[config.mk]
export PLATFORM = sky130hd
export DESIGN_NAME = arilla_bus_arbiter_flat
export DESIGN_NICKNAME = d
export VERILOG_FILES = /design/src/rtl/arilla_arbiter_pkg.sv /design/src/rtl/arilla_bus_if.sv /design/src/rtl/arilla_arbiter_pick.sv /design/src/rtl/arilla_bus_arbiter.sv /design/src/flat_wrapper.sv
export SDC_FILE = /design/constraint.sdc
export NUM_CORES = 1
export LEC_CHECK = 0
export BUFFER_PORTS_ARGS = -buffer_cell sky130_fd_sc_hd__buf_2
export CAP_MARGIN = 20
export CORE_AREA = 2 2 106 108
export CTS_BUF_LIST = sky130_fd_sc_hd__clkbuf_4 sky130_fd_sc_hd__clkbuf_8
export DETAILED_ROUTE_END_ITERATION = 10
export DIE_AREA = 0 0 108 110
export HOLD_SLACK_MARGIN = 0.05
export PLACE_DENSITY_LB_ADDON = 0.05
export RECOVER_POWER = 25
export REMOVE_ABC_BUFFERS = 1
export SLEW_MARGIN = 20
export SYNTH_ARGS = -nofsm -noshare
export SYNTH_HDL_FRONTEND = slang
export SYNTH_HIERARCHICAL = 1
export SYNTH_SLANG_ARGS = --single-unit
[constraint.sdc]
create_clock -name clk -period 3.2 [get_ports clk]
set_input_delay 0.32 -clock clk [delete_from_list [all_inputs] [get_ports clk]]
set_output_delay 0.32 -clock clk [all_outputs]
set_load 0.1 [all_outputs]
[src/rtl/arilla_arbiter_pkg.sv]
// rtl/arilla_arbiter_pkg.sv - shared types for the two-requester arilla bus arbiter
package arilla_arbiter_pkg;

   typedef enum logic {
      OWNER_HART  = 1'b0,
      OWNER_DEBUG = 1'b1
   } owner_e;

   typedef struct packed {
      logic   valid;
      owner_e owner;
      logic   is_read;
      logic   miss;
   } resp_t;

   typedef enum logic [1:0] {
      LOCK_OPEN  = 2'd0,
      LOCK_HART  = 2'd1,
      LOCK_DEBUG = 2'd2
   } lock_state_e;

   function automatic owner_e other_owner(input owner_e o);
      return (o == OWNER_HART) ? OWNER_DEBUG : OWNER_HART;
   endfunction

endpackage

[src/rtl/arilla_bus_if.sv]
// rtl/arilla_bus_if.sv - arilla bus segment shared by a manager and its RAM devices
interface arilla_bus_if #(
   parameter int AddressWidth = 16,
   parameter int DataWidth    = 32,
   parameter int BytesPerWord = DataWidth / 8
);
   logic [AddressWidth-1:0] address;
   logic [BytesPerWord-1:0] byte_enable;
   logic [DataWidth-1:0]    data_ctp;
   logic [DataWidth-1:0]    data_ptc;
   logic                    read;
   logic                    write;
   logic                    hit;
   logic                    intercept;

   // The manager never drives intercept, so it is left out of its view.
   modport master (
      output address, byte_enable, data_ctp, read, write,
      input  hit, data_ptc
   );

   modport slave (
      input  address, byte_enable, data_ctp, read, write,
      output hit, data_ptc, intercept
   );
endinterface

[src/rtl/arilla_arbiter_pick.sv]
// rtl/arilla_arbiter_pick.sv - combinational 2-way pick honouring lock owner and priority
module arilla_arbiter_pick
   import arilla_arbiter_pkg::*;
(
   input  logic [1:0]  req_i,
   input  owner_e      prio_i,
   input  lock_state_e lock_state_i,
   output logic [1:0]  grant_o
);

   always_comb begin
      grant_o = 2'b00;
      case (lock_state_i)
         LOCK_HART:  grant_o[0] = req_i[0];
         LOCK_DEBUG: grant_o[1] = req_i[1];
         default: begin
            if (req_i == 2'b11) begin
               grant_o = (prio_i == OWNER_HART) ? 2'b01 : 2'b10;
            end else begin
               grant_o = req_i;
            end
         end
      endcase
   end

endmodule

[src/rtl/arilla_bus_arbiter.sv]
// rtl/arilla_bus_arbiter.sv - hart/debug arbiter for one arilla bus segment
// ARILLA_ARBITER_ROUND_ROBIN_EN selects round-robin; otherwise debug has fixed priority.
module arilla_bus_arbiter
   import arilla_arbiter_pkg::*;
#(
   parameter int NumRequesters = 2,
   parameter int AddressWidth  = 16,
   parameter int DataWidth     = 32,
   parameter int BytesPerWord  = DataWidth / 8
) (
   input  logic                    clk,
   input  logic                    rst,

   input  logic                    r0_read,
   input  logic                    r0_write,
   input  logic                    r0_lock,
   input  logic [AddressWidth-1:0] r0_address,
   input  logic [BytesPerWord-1:0] r0_byte_enable,
   input  logic [DataWidth-1:0]    r0_wdata,
   output logic                    r0_ready,
   output logic                    r0_resp_valid,
   output logic                    r0_resp_err,
   output logic [DataWidth-1:0]    r0_rdata,

   input  logic                    r1_read,
   input  logic                    r1_write,
   input  logic                    r1_lock,
   input  logic [AddressWidth-1:0] r1_address,
   input  logic [BytesPerWord-1:0] r1_byte_enable,
   input  logic [DataWidth-1:0]    r1_wdata,
   output logic                    r1_ready,
   output logic                    r1_resp_valid,
   output logic                    r1_resp_err,
   output logic [DataWidth-1:0]    r1_rdata,

   arilla_bus_if.master            bus_interface
);

   if (NumRequesters != 2) begin : gen_bad_requester_count
      $error("arilla_bus_arbiter supports exactly two requesters");
   end

   logic [1:0]  req;
   logic [1:0]  grant;
   owner_e      prio;
   lock_state_e lock_q;
   resp_t       resp_q;
   resp_t       resp_d;

   // Nothing is accepted while reset is held.
   assign req = {r1_read | r1_write, r0_read | r0_write} & {2{~rst}};

`ifdef ARILLA_ARBITER_ROUND_ROBIN_EN
   owner_e rr_q;
   owner_e rr_d;

   always_comb begin
      rr_d = rr_q;
      if (grant[0]) begin
         rr_d = other_owner(OWNER_HART);
      end else if (grant[1]) begin
         rr_d = other_owner(OWNER_DEBUG);
      end
   end

   always_ff @(posedge clk) begin
      if (rst) begin
         rr_q <= OWNER_HART;
      end else begin
         rr_q <= rr_d;
      end
   end

   assign prio = rr_q;
`else
   assign prio = OWNER_DEBUG;
`endif

   arilla_arbiter_pick u_pick (
      .req_i        (req),
      .prio_i       (prio),
      .lock_state_i (lock_q),
      .grant_o      (grant)
   );

   assign r0_ready = grant[0];
   assign r1_ready = grant[1];

   always_comb begin
      bus_interface.read        = 1'b0;
      bus_interface.write       = 1'b0;
      bus_interface.address     = '0;
      bus_interface.byte_enable = '0;
      bus_interface.data_ctp    = '0;
      if (grant[0]) begin
         bus_interface.read        = r0_read;
         bus_interface.write       = r0_write;
         bus_interface.address     = r0_address;
         bus_interface.byte_enable = r0_byte_enable;
         bus_interface.data_ctp    = r0_wdata;
      end else if (grant[1]) begin
         bus_interface.read        = r1_read;
         bus_interface.write       = r1_write;
         bus_interface.address     = r1_address;
         bus_interface.byte_enable = r1_byte_enable;
         bus_interface.data_ctp    = r1_wdata;
      end
   end

   // The lock follows the owner's lock bit every cycle, so an idle owner can release it.
   always_ff @(posedge clk) begin
      if (rst) begin
         lock_q <= LOCK_OPEN;
      end else begin
         case (lock_q)
            LOCK_OPEN: begin
               if (grant[0] && r0_lock) begin
                  lock_q <= LOCK_HART;
               end else if (grant[1] && r1_lock) begin
                  lock_q <= LOCK_DEBUG;
               end
            end
            LOCK_HART: begin
               if (!r0_lock) begin
                  lock_q <= LOCK_OPEN;
               end
            end
            LOCK_DEBUG: begin
               if (!r1_lock) begin
                  lock_q <= LOCK_OPEN;
               end
            end
            default: lock_q <= LOCK_OPEN;
         endcase
      end
   end

   // A floating hit line must read as a miss, hence the case-inequality.
   always_comb begin
      resp_d = '0;
      if (|grant) begin
         resp_d.valid   = 1'b1;
         resp_d.owner   = grant[1] ? OWNER_DEBUG : OWNER_HART;
         resp_d.is_read = grant[1] ? r1_read : r0_read;
         resp_d.miss    = (bus_interface.hit !== 1'b1);
      end
   end

   always_ff @(posedge clk) begin
      if (rst) begin
         resp_q <= '0;
      end else begin
         resp_q <= resp_d;
      end
   end

   logic                 resp_live;
   logic [DataWidth-1:0] resp_data;
   logic                 to_hart;
   logic                 to_debug;

   // Reset also drops a response that was due in the reset cycle.
   assign resp_live = resp_q.valid & ~rst;
   assign resp_data = (resp_q.is_read && !resp_q.miss) ? bus_interface.data_ptc : '0;
   assign to_hart   = resp_live && (resp_q.owner == OWNER_HART);
   assign to_debug  = resp_live && (resp_q.owner == OWNER_DEBUG);

   assign r0_resp_valid = to_hart;
   assign r0_resp_err   = to_hart & resp_q.miss;
   assign r0_rdata      = to_hart ? resp_data : '0;

   assign r1_resp_valid = to_debug;
   assign r1_resp_err   = to_debug & resp_q.miss;
   assign r1_rdata      = to_debug ? resp_data : '0;

endmodule

[src/flat_wrapper.sv]
// flat-port wrapper written by rule: the top's interface ports become plain ports
module arilla_bus_arbiter_flat import arilla_arbiter_pkg::*;
#(
   parameter int NumRequesters = 2,
   parameter int AddressWidth  = 16,
   parameter int DataWidth     = 32,
   parameter int BytesPerWord  = DataWidth / 8
)
  (clk, rst, r0_read, r0_write, r0_lock, r0_address, r0_byte_enable, r0_wdata, r0_ready, r0_resp_valid, r0_resp_err, r0_rdata, r1_read, r1_write, r1_lock, r1_address, r1_byte_enable, r1_wdata, r1_ready, r1_resp_valid, r1_resp_err, r1_rdata, bus_interface_address, bus_interface_byte_enable, bus_interface_data_ctp, bus_interface_read, bus_interface_write, bus_interface_hit, bus_interface_data_ptc);
  arilla_bus_if #(.AddressWidth(AddressWidth), .DataWidth(DataWidth), .BytesPerWord(BytesPerWord)) bus_interface_i ();
  input  logic clk;
  input  logic rst;
  input  logic r0_read;
  input  logic r0_write;
  input  logic r0_lock;
  input  logic [AddressWidth-1:0] r0_address;
  input  logic [BytesPerWord-1:0] r0_byte_enable;
  input  logic [DataWidth-1:0] r0_wdata;
  output logic r0_ready;
  output logic r0_resp_valid;
  output logic r0_resp_err;
  output logic [DataWidth-1:0] r0_rdata;
  input  logic r1_read;
  input  logic r1_write;
  input  logic r1_lock;
  input  logic [AddressWidth-1:0] r1_address;
  input  logic [BytesPerWord-1:0] r1_byte_enable;
  input  logic [DataWidth-1:0] r1_wdata;
  output logic r1_ready;
  output logic r1_resp_valid;
  output logic r1_resp_err;
  output logic [DataWidth-1:0] r1_rdata;
  output wire logic [$bits(bus_interface_i.address)-1:0] bus_interface_address;
  output wire logic [$bits(bus_interface_i.byte_enable)-1:0] bus_interface_byte_enable;
  output wire logic [$bits(bus_interface_i.data_ctp)-1:0] bus_interface_data_ctp;
  output wire logic [$bits(bus_interface_i.read)-1:0] bus_interface_read;
  output wire logic [$bits(bus_interface_i.write)-1:0] bus_interface_write;
  input wire logic [$bits(bus_interface_i.hit)-1:0] bus_interface_hit;
  input wire logic [$bits(bus_interface_i.data_ptc)-1:0] bus_interface_data_ptc;
  assign bus_interface_address = bus_interface_i.address;
  assign bus_interface_byte_enable = bus_interface_i.byte_enable;
  assign bus_interface_data_ctp = bus_interface_i.data_ctp;
  assign bus_interface_read = bus_interface_i.read;
  assign bus_interface_write = bus_interface_i.write;
  assign bus_interface_i.hit = bus_interface_hit;
  assign bus_interface_i.data_ptc = bus_interface_data_ptc;
  arilla_bus_arbiter #(.NumRequesters(NumRequesters), .AddressWidth(AddressWidth), .DataWidth(DataWidth), .BytesPerWord(BytesPerWord)) u_core (.clk(clk), .rst(rst), .r0_read(r0_read), .r0_write(r0_write), .r0_lock(r0_lock), .r0_address(r0_address), .r0_byte_enable(r0_byte_enable), .r0_wdata(r0_wdata), .r0_ready(r0_ready), .r0_resp_valid(r0_resp_valid), .r0_resp_err(r0_resp_err), .r0_rdata(r0_rdata), .r1_read(r1_read), .r1_write(r1_write), .r1_lock(r1_lock), .r1_address(r1_address), .r1_byte_enable(r1_byte_enable), .r1_wdata(r1_wdata), .r1_ready(r1_ready), .r1_resp_valid(r1_resp_valid), .r1_resp_err(r1_resp_err), .r1_rdata(r1_rdata), .bus_interface(bus_interface_i));
endmodule
==> flow_summary_export.csv, run 1 <==
group,metric,value,unit
critical_path,cp.required,2.88,ns
die,io_pins,269,
critical_path,path_class,"flop to output port",
clocking,cts_buffers,3,
drt,drt-pass1-iter-count,4,
sta,period_share,0.881,
logic_synthesis,synth_edf_count,0,
logic_synthesis,ys_seq_area_frac,0.0886,
clocking,clk_pin_slew,0.04,ns
sta,grt_setup_unrepaired,"false",
global_routing,grt_antenna_before_repair,1,
critical_path,end_kind,"output port",
power_and_ir_drop,ir_drop,0.171,mV
die,die_h,110,µm
die,start_util,0.127,
critical_path,cp_top_family,"compound AO/OA/AOI/OAI gates",
clocking,ctsHoldBuffers,0,
cells_and_area,final_layout_size_suffix_gt1_frac,0.581,
placement,dp_hpwl,7.72,mm
sta,fmax,355,MHz
placement,portBuffers,268,
sta,period_minus_slack,2.82,ns
logic_synthesis,syn_inst,186,
sta,slew_headroom,0.210,
critical_path,worstPathBufferInverterCount,3,
cells_and_area,final_core_util,0.336,
logic_synthesis,synth_top_family_by_area,"compound AO/OA/AOI/OAI gates",
sta,skew,0.00353,ns
clocking,h-tree-depth,1,
die,die_area,0.0119,mm²
logic_synthesis,yosys_warnings,6,
logic_synthesis,ys_top_cells_by_area,"a22o_1 34%, and3_1 30%, dfxtp_1 8.9%",
logic_synthesis,yosys.area.top_type,"a22o_1",
drt,vias,2530,
logic_synthesis,synth_compound_area_frac,0.382,
global_routing,grt_pass1_vias,2410,
drt,drtIter0Drc,173,
drt,routed_wl,9.32,mm
logic_synthesis,synthAdderAreaFrac,0.0185,
critical_path,critPathArrivalTime,2.50,ns
power_and_ir_drop,leakagePower,0.00210,µW
critical_path,start_kind,"flop",
clocking,cts_setup_buffers,0,
die,fp.dieW,108,µm
drt,antenna_left,0,
global_routing,grt_use_total,0.137,
job,max-cap-violations,0,
clocking,cts_resized,0,
die,rows,38,
cells_and_area,syn_to_final_growth,165,%
clocking,cts_tree,"done",
global_routing,grt_first_pass_wirelength,12.7,mm
clocking,cts_max_path_buffers,2,
logic_synthesis,synthFlopType,"dfxtp_1",
critical_path,crit_fanout,52,
logic_synthesis,syn_area,0.00136,mm²
sta,drv_slew,0,
logic_synthesis,async_reset_ff_frac,0,
logic_synthesis,synth-simple-area-share,0.377,
logic_synthesis,synth_commonest_cells,"64 x and3_1, 52 x a22o_1, 10 x clkbuf_1, 7 x nor2_1",
power_and_ir_drop,power,1410,µW
sta,finalSetupViolations,0,
outcome,status,"finished, final reports clean",
drt,drc,0,
power_and_ir_drop,powerDensity,393,mW/mm²
placement,finalWeightedCongestion,0.728,
logic_synthesis,synthDistinctLibCells,27,
cells_and_area,fill_cells,1133,
sta,hold_viol_final,0,
critical_path,crit_chain,"inv_1, ha_1, o21ai_0, a31oi_4, nor2b_4, buf_12, a22o_1, buf_12",
logic_synthesis,synthMuxAreaShare,0,
drt,viasPerCell,4.38,
sta,tightest_slew,1.19,ns
drt,wire_per_inst,16.1,µm
critical_path,cp_common_cell,"buf_12",
global_routing,grt_max_degree,65,
critical_path,crit_path_top_delay_cell,"a31oi_4",
clocking,clock_sinks,6,
logic_synthesis,synth.avg_cell_area,7.29,µm²
logic_synthesis,synth-seq-cells,6,
logic_synthesis,synth_top_area_frac,0.336,
clocking,clk_latency,0.22,ns
min_path,holdCritPathClass,"primary input to flop",
logic_synthesis,synth.most_common_cell,"and3_1",
die,core,0.0107,mm²
cells_and_area,nets,586,
clocking,cts_root_buf,"clkbuf_8",
global_routing,grt_remaining_overflow,0,
critical_path,slowest_delay,0.58,ns
logic_synthesis,synthXorXnorAreaFrac,0,
## sequential cells by signal, indices dropped and copies added, names as in the netlist
name           cells
u_core/lock_q      2
u_core/resp_q      4
## power breakdown
group          switching (µW)  internal, µW  leakage, µW
registers                2.79          80.3    0.0000493
logic                     807           414      0.00203
clock network            28.5          80.5    0.0000216
## worst reg2reg max path: stages (launching register included)
cell and delay, ns:
dfxtp_1 0.36, inv_1 0.06, ha_1 0.36, o21ai_0 0.15, a31oi_4 0.58, a21boi_0 0.19, o211a_1 0.23
## layout make-up
| class | count | area, µm² | area share |
|---|---|---|---|
| Multi-Input combinational cell | 150 | 1090 | 0.302 |
| Antenna cell | 1 | 2.50 | 0.000696 |
| Timing Repair Buffer | 274 | 2150 | 0.599 |
| Sequential cell | 6 | 120 | 0.0334 |
| Inverter | 4 | 15.0 | 0.00418 |
| Clock buffer | 3 | 41.3 | 0.0115 |
| Tap cell | 140 | 175 | 0.0487 |
## cell families (layout without fill, tap and decap cells)
kind of cell	count (synthesis)	in the layout
and+or+nand+nor	84	84
adders and majority gates	2	2
other	1	3
DFF	6	6
buffers and inverters	31	281
AOI/OAI and AO/OA	62	62
## per-stage QoR
stage | setup slack [ns] | cells | hold slack (ns) | setup TNS (ns) | instance area (µm²)
floorplan | -5.16 | 160 | 0.392 | -296.04 | 1200
global placement | 0.704 | 574 | 0.479 | 0 | 3590
detailed placement | 0.650 | 574 | 0.480 | 0 | 3590
CTS | 0.411 | 577 | 0.255 | 0 | 3630
global route | 0.190 | 577 | 0.266 | 0 | 3590
finish | 0.380 | 578 | 0.256 | 0 | 3600
## placed cells by master (no fill, tap or decap), types with 2 or more instances in the layout
cell	Yosys	layout
clkbuf_1	10	28
clkbuf_8	0	3
buf_12	0	54
and3_1	64	64
buf_4	6	3
and2_1	2	2
conb_1	1	2
o21ai_0	2	4
dfxtp_1	6	6
ha_1	2	2
nand2_1	4	4
nor2_1	7	7
a22o_1	52	52
inv_1	4	4
buf_2	5	188
## final timing paths
kind / startpoint / to / slack (ns) / cells past startpoint
setup / recovery: u_core/lock_q[0] / bus_interface_data_ctp[25] / 0.38 / 8
hold / removal: bus_interface_hit / u_core/resp_q[0] / 0.26 / 2
setup reg to reg: u_core/lock_q[0] / u_core/lock_q[1] / 1.15 / 6
hold reg to reg: u_core/lock_q[1] / u_core/lock_q[0] / 0.49 / 1
## metal layers
layer,GRT usage,part of all wire,up-vias
met5,0,0,-
met4,0.00824,0.0013,0
met3,0.0782,0.15,2
met2,0.261,0.52,160
met1,0.134,0.33,1153
li1,-,-,1215
No activity file was read; power rests on OpenSTA's default activity.
==> run 2, diff against run 1 <==
--- a/config.mk
+++ b/config.mk
@@ -13,7 +13,6 @@
 export DIE_AREA = 0 0 108 110
 export HOLD_SLACK_MARGIN = 0.05
 export PLACE_DENSITY_LB_ADDON = 0.05
-export RECOVER_POWER = 25
 export REMOVE_ABC_BUFFERS = 1
 export SLEW_MARGIN = 20
 export SYNTH_ARGS = -nofsm -noshare
==> flow_summary_export.csv, run 2 (synthesis results as in run 1) <==
group,metric,value,unit
outcome,status,"finished, final reports clean",
cells_and_area,syn_to_final_growth,168,%
critical_path,rrSetupSlack,1.19,ns
critical_path,start_kind,"flop",
critical_path,path_class,"flop to output port",
power_and_ir_drop,power,1410,µW
critical_path,crit_path_top_delay_cell,"a31oi_4",
critical_path,slowest_delay,0.57,ns
drt,drt-pass1-iter-count,4,
placement,dp_hpwl,7.72,mm
clocking,clock_sinks,6,
min_path,min_from,"bus_interface_hit",
min_path,holdCritPathClass,"primary input to flop",
power_and_ir_drop,powerDensity,389,mW/mm²
cells_and_area,final_cell_mix,"216 x buf_2, 64 x and3_1, 54 x buf_12",
clocking,cts_buffers,3,
die,fp.dieW,108,µm
cells_and_area,fin_cells,578,
global_routing,grt_pass1_vias,2410,
sta,slew_headroom,0.547,
cells_and_area,final_layout_size_suffix_gt1_frac,0.645,
cells_and_area,largest_registers,"u_core/resp_q x4, u_core/lock_q x2",
critical_path,cp_top_family,"compound AO/OA/AOI/OAI gates",
die,core,0.0107,mm²
critical_path,rr_worst_depth,6,
die,io_pins,269,
sta,grt_setup_unrepaired,"false",
critical_path,crit_fanout,52,
power_and_ir_drop,ir_drop,0.171,mV
critical_path,cp.required,2.88,ns
placement,portBuffers,268,
critical_path,timing.rr.end,"u_core/lock_q[1]",
sta,skew,0.00354,ns
sta,finalSetupViolations,0,
drt,viasPerCell,4.37,
drt,routed_wl,9.26,mm
sta,layout_setup_ws,0.420,ns
critical_path,worstReg2RegStart,"u_core/lock_q[0]",
drt,drc,0,
clocking,h-tree-depth,1,
cells_and_area,final_common_cell,"buf_2",
sta,drv_slew,0,
drt,drtIter0Drc,174,
sta,period_share,0.869,
die,die_area,0.0119,mm²
clocking,ctsHoldBuffers,0,
clocking,cts_resized,0,
clocking,cts_setup_buffers,0,
cells_and_area,final_area,0.00363,mm²
sta,tightest_slew,0.680,ns
clocking,cts_root_buf,"clkbuf_8",
sta,hold_viol_final,0,
min_path,hold_path_depth,2,
clocking,cts_max_path_buffers,2,
drt,wire_per_inst,16.0,µm
placement,placed_cell_area,0.00359,mm²
cells_and_area,nets,586,
critical_path,end_kind,"output port",
global_routing,grt_first_pass_wirelength,12.7,mm
critical_path,crit_chain,"inv_1, ha_1, o21ai_1, a31oi_4, nor2b_4, buf_12, a22o_1, buf_12",
global_routing,grt_remaining_overflow,0,
critical_path,worstPathBufferInverterCount,3,
min_path,hold_end,"u_core/resp_q[0]",
clocking,clk_pin_slew,0.04,ns
critical_path,critPathArrivalTime,2.46,ns
placement,placed_cells,574,
cells_and_area,top_register,"u_core/resp_q",
sta,setup_tns,0,ns
placement,finalWeightedCongestion,0.728,
global_routing,grt_antenna_before_repair,1,
critical_path,cp_common_cell,"buf_12",
sta,period_minus_slack,2.78,ns
global_routing,grt_use_total,0.137,
drt,antenna_left,0,
die,die_h,110,µm
sta,fmax,360,MHz
die,start_util,0.127,
clocking,cts_tree,"done",
global_routing,grt_max_degree,65,
drt,vias,2524,
cells_and_area,largest_register_ffs,4,
placement,dp_slack,0.650,ns
job,max-cap-violations,0,
die,rows,38,
clocking,clk_latency,0.22,ns
cells_and_area,fill_cells,1117,
power_and_ir_drop,leakagePower,0.00223,µW
## run 2: cell count changes in the layout (fill, tap and decap cells not counted), sizes merged
cell    delta
clkbuf    -29
buf       +29
## run 2: final cells by class
type	instances	area [µm²]	share of cell area
diodes	1	2.50	0.000689
clock buffers	3	41.3	0.0114
inverters	4	15.0	0.00413
multi-input cells	150	1090	0.299
flip-flops and latches	6	120	0.0331
well taps	140	175	0.0482
repair buffers	274	2190	0.603
## run 2: power by group
part           leakage [µW]  switching [µW]  internal [µW]
clock             0.0000216            28.4           80.5
combinational       0.00216             807            415
sequential        0.0000493            2.79           80.3
## run 2: worst max path at each step
| stage | start | end | cells after the start |
|---|---|---|---|
| after global routing | u_core/lock_q[0] | bus_interface_address[14] | 7 |
| final | u_core/lock_q[0] | bus_interface_data_ctp[25] | 8 |
| after CTS | u_core/lock_q[0] | bus_interface_write | 8 |
| after floorplan | u_core/lock_q[0] | bus_interface_write | 5 |
| after global placement | u_core/lock_q[0] | bus_interface_write | 8 |
| after detailed placement | u_core/lock_q[0] | bus_interface_write | 8 |
## run 2: layer usage
layer | track usage | part of all wire | vias up
met1 | 0.134 | 0.33 | 1141
met4 | 0.00824 | 0.0013 | 0
met3 | 0.0782 | 0.15 | 2
met5 | 0 | 0 | -
met2 | 0.261 | 0.52 | 165
li1 | - | - | 1216
## run 2: per-stage QoR
| step | hold WS [ns] | util |
|---|---|---|
| 5_1_grt | 0.266 | 0.339 |
| 2_1_floorplan | 0.392 | - |
| 6_report | 0.256 | 0.340 |
| 3_5_place_dp | 0.480 | 0.336 |
| 3_3_place_gp | 0.479 | 0.336 |
| 4_1_cts | 0.255 | 0.339 |
## run 2: worst register-to-register path, cell delays in order (launching register included)
cell and delay [ns]:
dfxtp_1 0.36, inv_1 0.06, ha_1 0.37, o21ai_1 0.12
a31oi_4 0.57, a21boi_0 0.19, o211a_1 0.23
==> run 3, diff against run 2 <==
==> constraint.sdc (replaced) <==
create_clock -name clk -period 3.2 [get_ports clk]
set_input_delay 0.48 -clock clk [delete_from_list [all_inputs] [get_ports clk]]
set_output_delay 0.48 -clock clk [all_outputs]
set_load 0.1 [all_outputs]
==> flow_summary_export.csv, run 3 (synthesis results as in run 1) <==
group,metric,value,unit
power_and_ir_drop,netSwitchingPower,838,µW
sta,period_share,0.908,
placement,placed_cells,574,
drt,antenna_left,0,
cells_and_area,fill_cells,1115,
sta,slew_headroom,0.574,
cells_and_area,largest_register_ffs,4,
clocking,cts_buffers,3,
critical_path,start_kind,"flop",
global_routing,grt_antenna_before_repair,2,
cells_and_area,final_layout_size_suffix_gt1_frac,0.645,
sta,tightest_slew,0.639,ns
critical_path,crit_fanout,43,
critical_path,crit_chain,"inv_1, ha_1, o21ai_1, a31oi_4, buf_12, a22o_1, buf_12",
drt,viasPerCell,4.32,
cells_and_area,syn_to_final_growth,175,%
placement,portBuffers,268,
sta,period_minus_slack,2.91,ns
clocking,cts_resized,0,
cells_and_area,final_core_util,0.348,
critical_path,path_class,"flop to output port",
critical_path,critPathArrivalTime,2.43,ns
power_and_ir_drop,clockPowerShare,0.077,
drt,drt-pass1-iter-count,4,
cells_and_area,fin_cells,579,
cells_and_area,largest_registers,"u_core/resp_q x4, u_core/lock_q x2",
sta,finalSetupViolations,0,
power_and_ir_drop,leakagePower,0.00224,µW
power_and_ir_drop,combPwrFrac,0.864,
die,die_h,110,µm
die,die_area,0.0119,mm²
placement,finalWeightedCongestion,0.765,
clocking,clk_pin_slew,0.03,ns
clocking,h-tree-depth,1,
sta,skew,0.000906,ns
global_routing,grt_use_total,0.135,
cells_and_area,final_area,0.00373,mm²
critical_path,slowest_delay,0.54,ns
outcome,status,"finished, final reports clean",
critical_path,worstPathBufferInverterCount,3,
sta,hold_slack,0.416,ns
critical_path,cp_top_family,"compound AO/OA/AOI/OAI gates",
die,io_pins,269,
cells_and_area,final_common_cell,"buf_2",
global_routing,grt_remaining_overflow,0,
clocking,cts_tree,"done",
sta,grt_setup_unrepaired,"false",
power_and_ir_drop,p_int,578,µW
power_and_ir_drop,p_sw_frac,0.592,
clocking,cts_max_path_buffers,2,
critical_path,end_kind,"output port",
global_routing,grt_pass1_vias,2350,
cells_and_area,seq_area,120,µm²
die,fp.dieW,108,µm
clocking,clock_sinks,6,
sta,drv_slew,0,
clocking,cts_setup_buffers,0,
critical_path,cp_common_cell,"buf_12",
drt,drtIter0Drc,133,
cells_and_area,nets,586,
power_and_ir_drop,ir_drop,0.196,mV
drt,routed_wl,9.21,mm
placement,placed_cell_area,0.00368,mm²
global_routing,grt_max_degree,65,
global_routing,grt_first_pass_wirelength,12.4,mm
critical_path,crit_path_top_delay_cell,"a31oi_4",
cells_and_area,multiInputGateArea,0.00109,mm²
power_and_ir_drop,sequentialPowerShare,0.059,
drt,wire_per_inst,15.9,µm
power_and_ir_drop,powerDensity,380,mW/mm²
clocking,cts_root_buf,"clkbuf_8",
sta,hold_viol_final,0,
cells_and_area,top_register,"u_core/resp_q",
drt,drc,0,
cells_and_area,final_cell_mix,"210 x buf_2, 64 x and3_1, 60 x buf_12",
placement,dp_hpwl,7.59,mm
min_path,holdCritPathClass,"primary input to flop",
clocking,clk_latency,0.21,ns
job,max-cap-violations,0,
die,start_util,0.127,
clocking,ctsHoldBuffers,0,
critical_path,cp.required,2.72,ns
die,rows,38,
sta,fmax,344,MHz
power_and_ir_drop,power,1420,µW
drt,vias,2499,
die,core,0.0107,mm²
-- run 3: changes by cell type in the layout (fill, tap and decap cells not counted), sizes merged --
cell,change
diode,+1
-- run 3: worst paths after layout --
kind,startpoint,endpoint,slack [ns],depth (start not counted)
hold reg to reg,u_core/lock_q[1],u_core/lock_q[0],0.50,1
hold / removal,bus_interface_hit,u_core/resp_q[0],0.42,2
setup / recovery,u_core/lock_q[0],bus_interface_address[11],0.29,7
setup reg to reg,u_core/lock_q[0],u_core/lock_q[1],1.20,6
-- run 3: layout make-up --
cell class,count,share of cell area
diodes,2,0.00134
clock buffers,3,0.0111
inverters,4,0.00403
multi-input cells,150,0.292
flip-flops and latches,6,0.0322
well taps,140,0.0470
repair buffers,274,0.612
-- run 3: power groups by stage --
| stage | clock network, µW | logic [µW] | registers, µW |
|---|---|---|---|
| floorplan | 0 | 742 | 83.4 |
| global placement | 0 | 1230 | 84.1 |
| detailed placement | 0 | 1230 | 84.2 |
| CTS | 112 | 1230 | 83.2 |
| global route | 121 | 1270 | 83.7 |
| finish | 109 | 1220 | 83.2 |
-- run 3: stage by stage --
step,TNS [ns],setup WS (ns)
after global routing,0,0.141
after detailed placement,0,0.519
after global placement,0,0.598
after floorplan,-315.40,-5.32
final,0,0.295
after CTS,0,0.275
-- run 3: per-layer routing --
metal / track usage / share of wire / routed length (µm)
met1: 0.132 / 0.33 / 3030
met2: 0.257 / 0.51 / 4730
met3: 0.0723 / 0.15 / 1350
met4: 0.0192 / 0.0096 / 88
met5: 0 / 0.0014 / 13
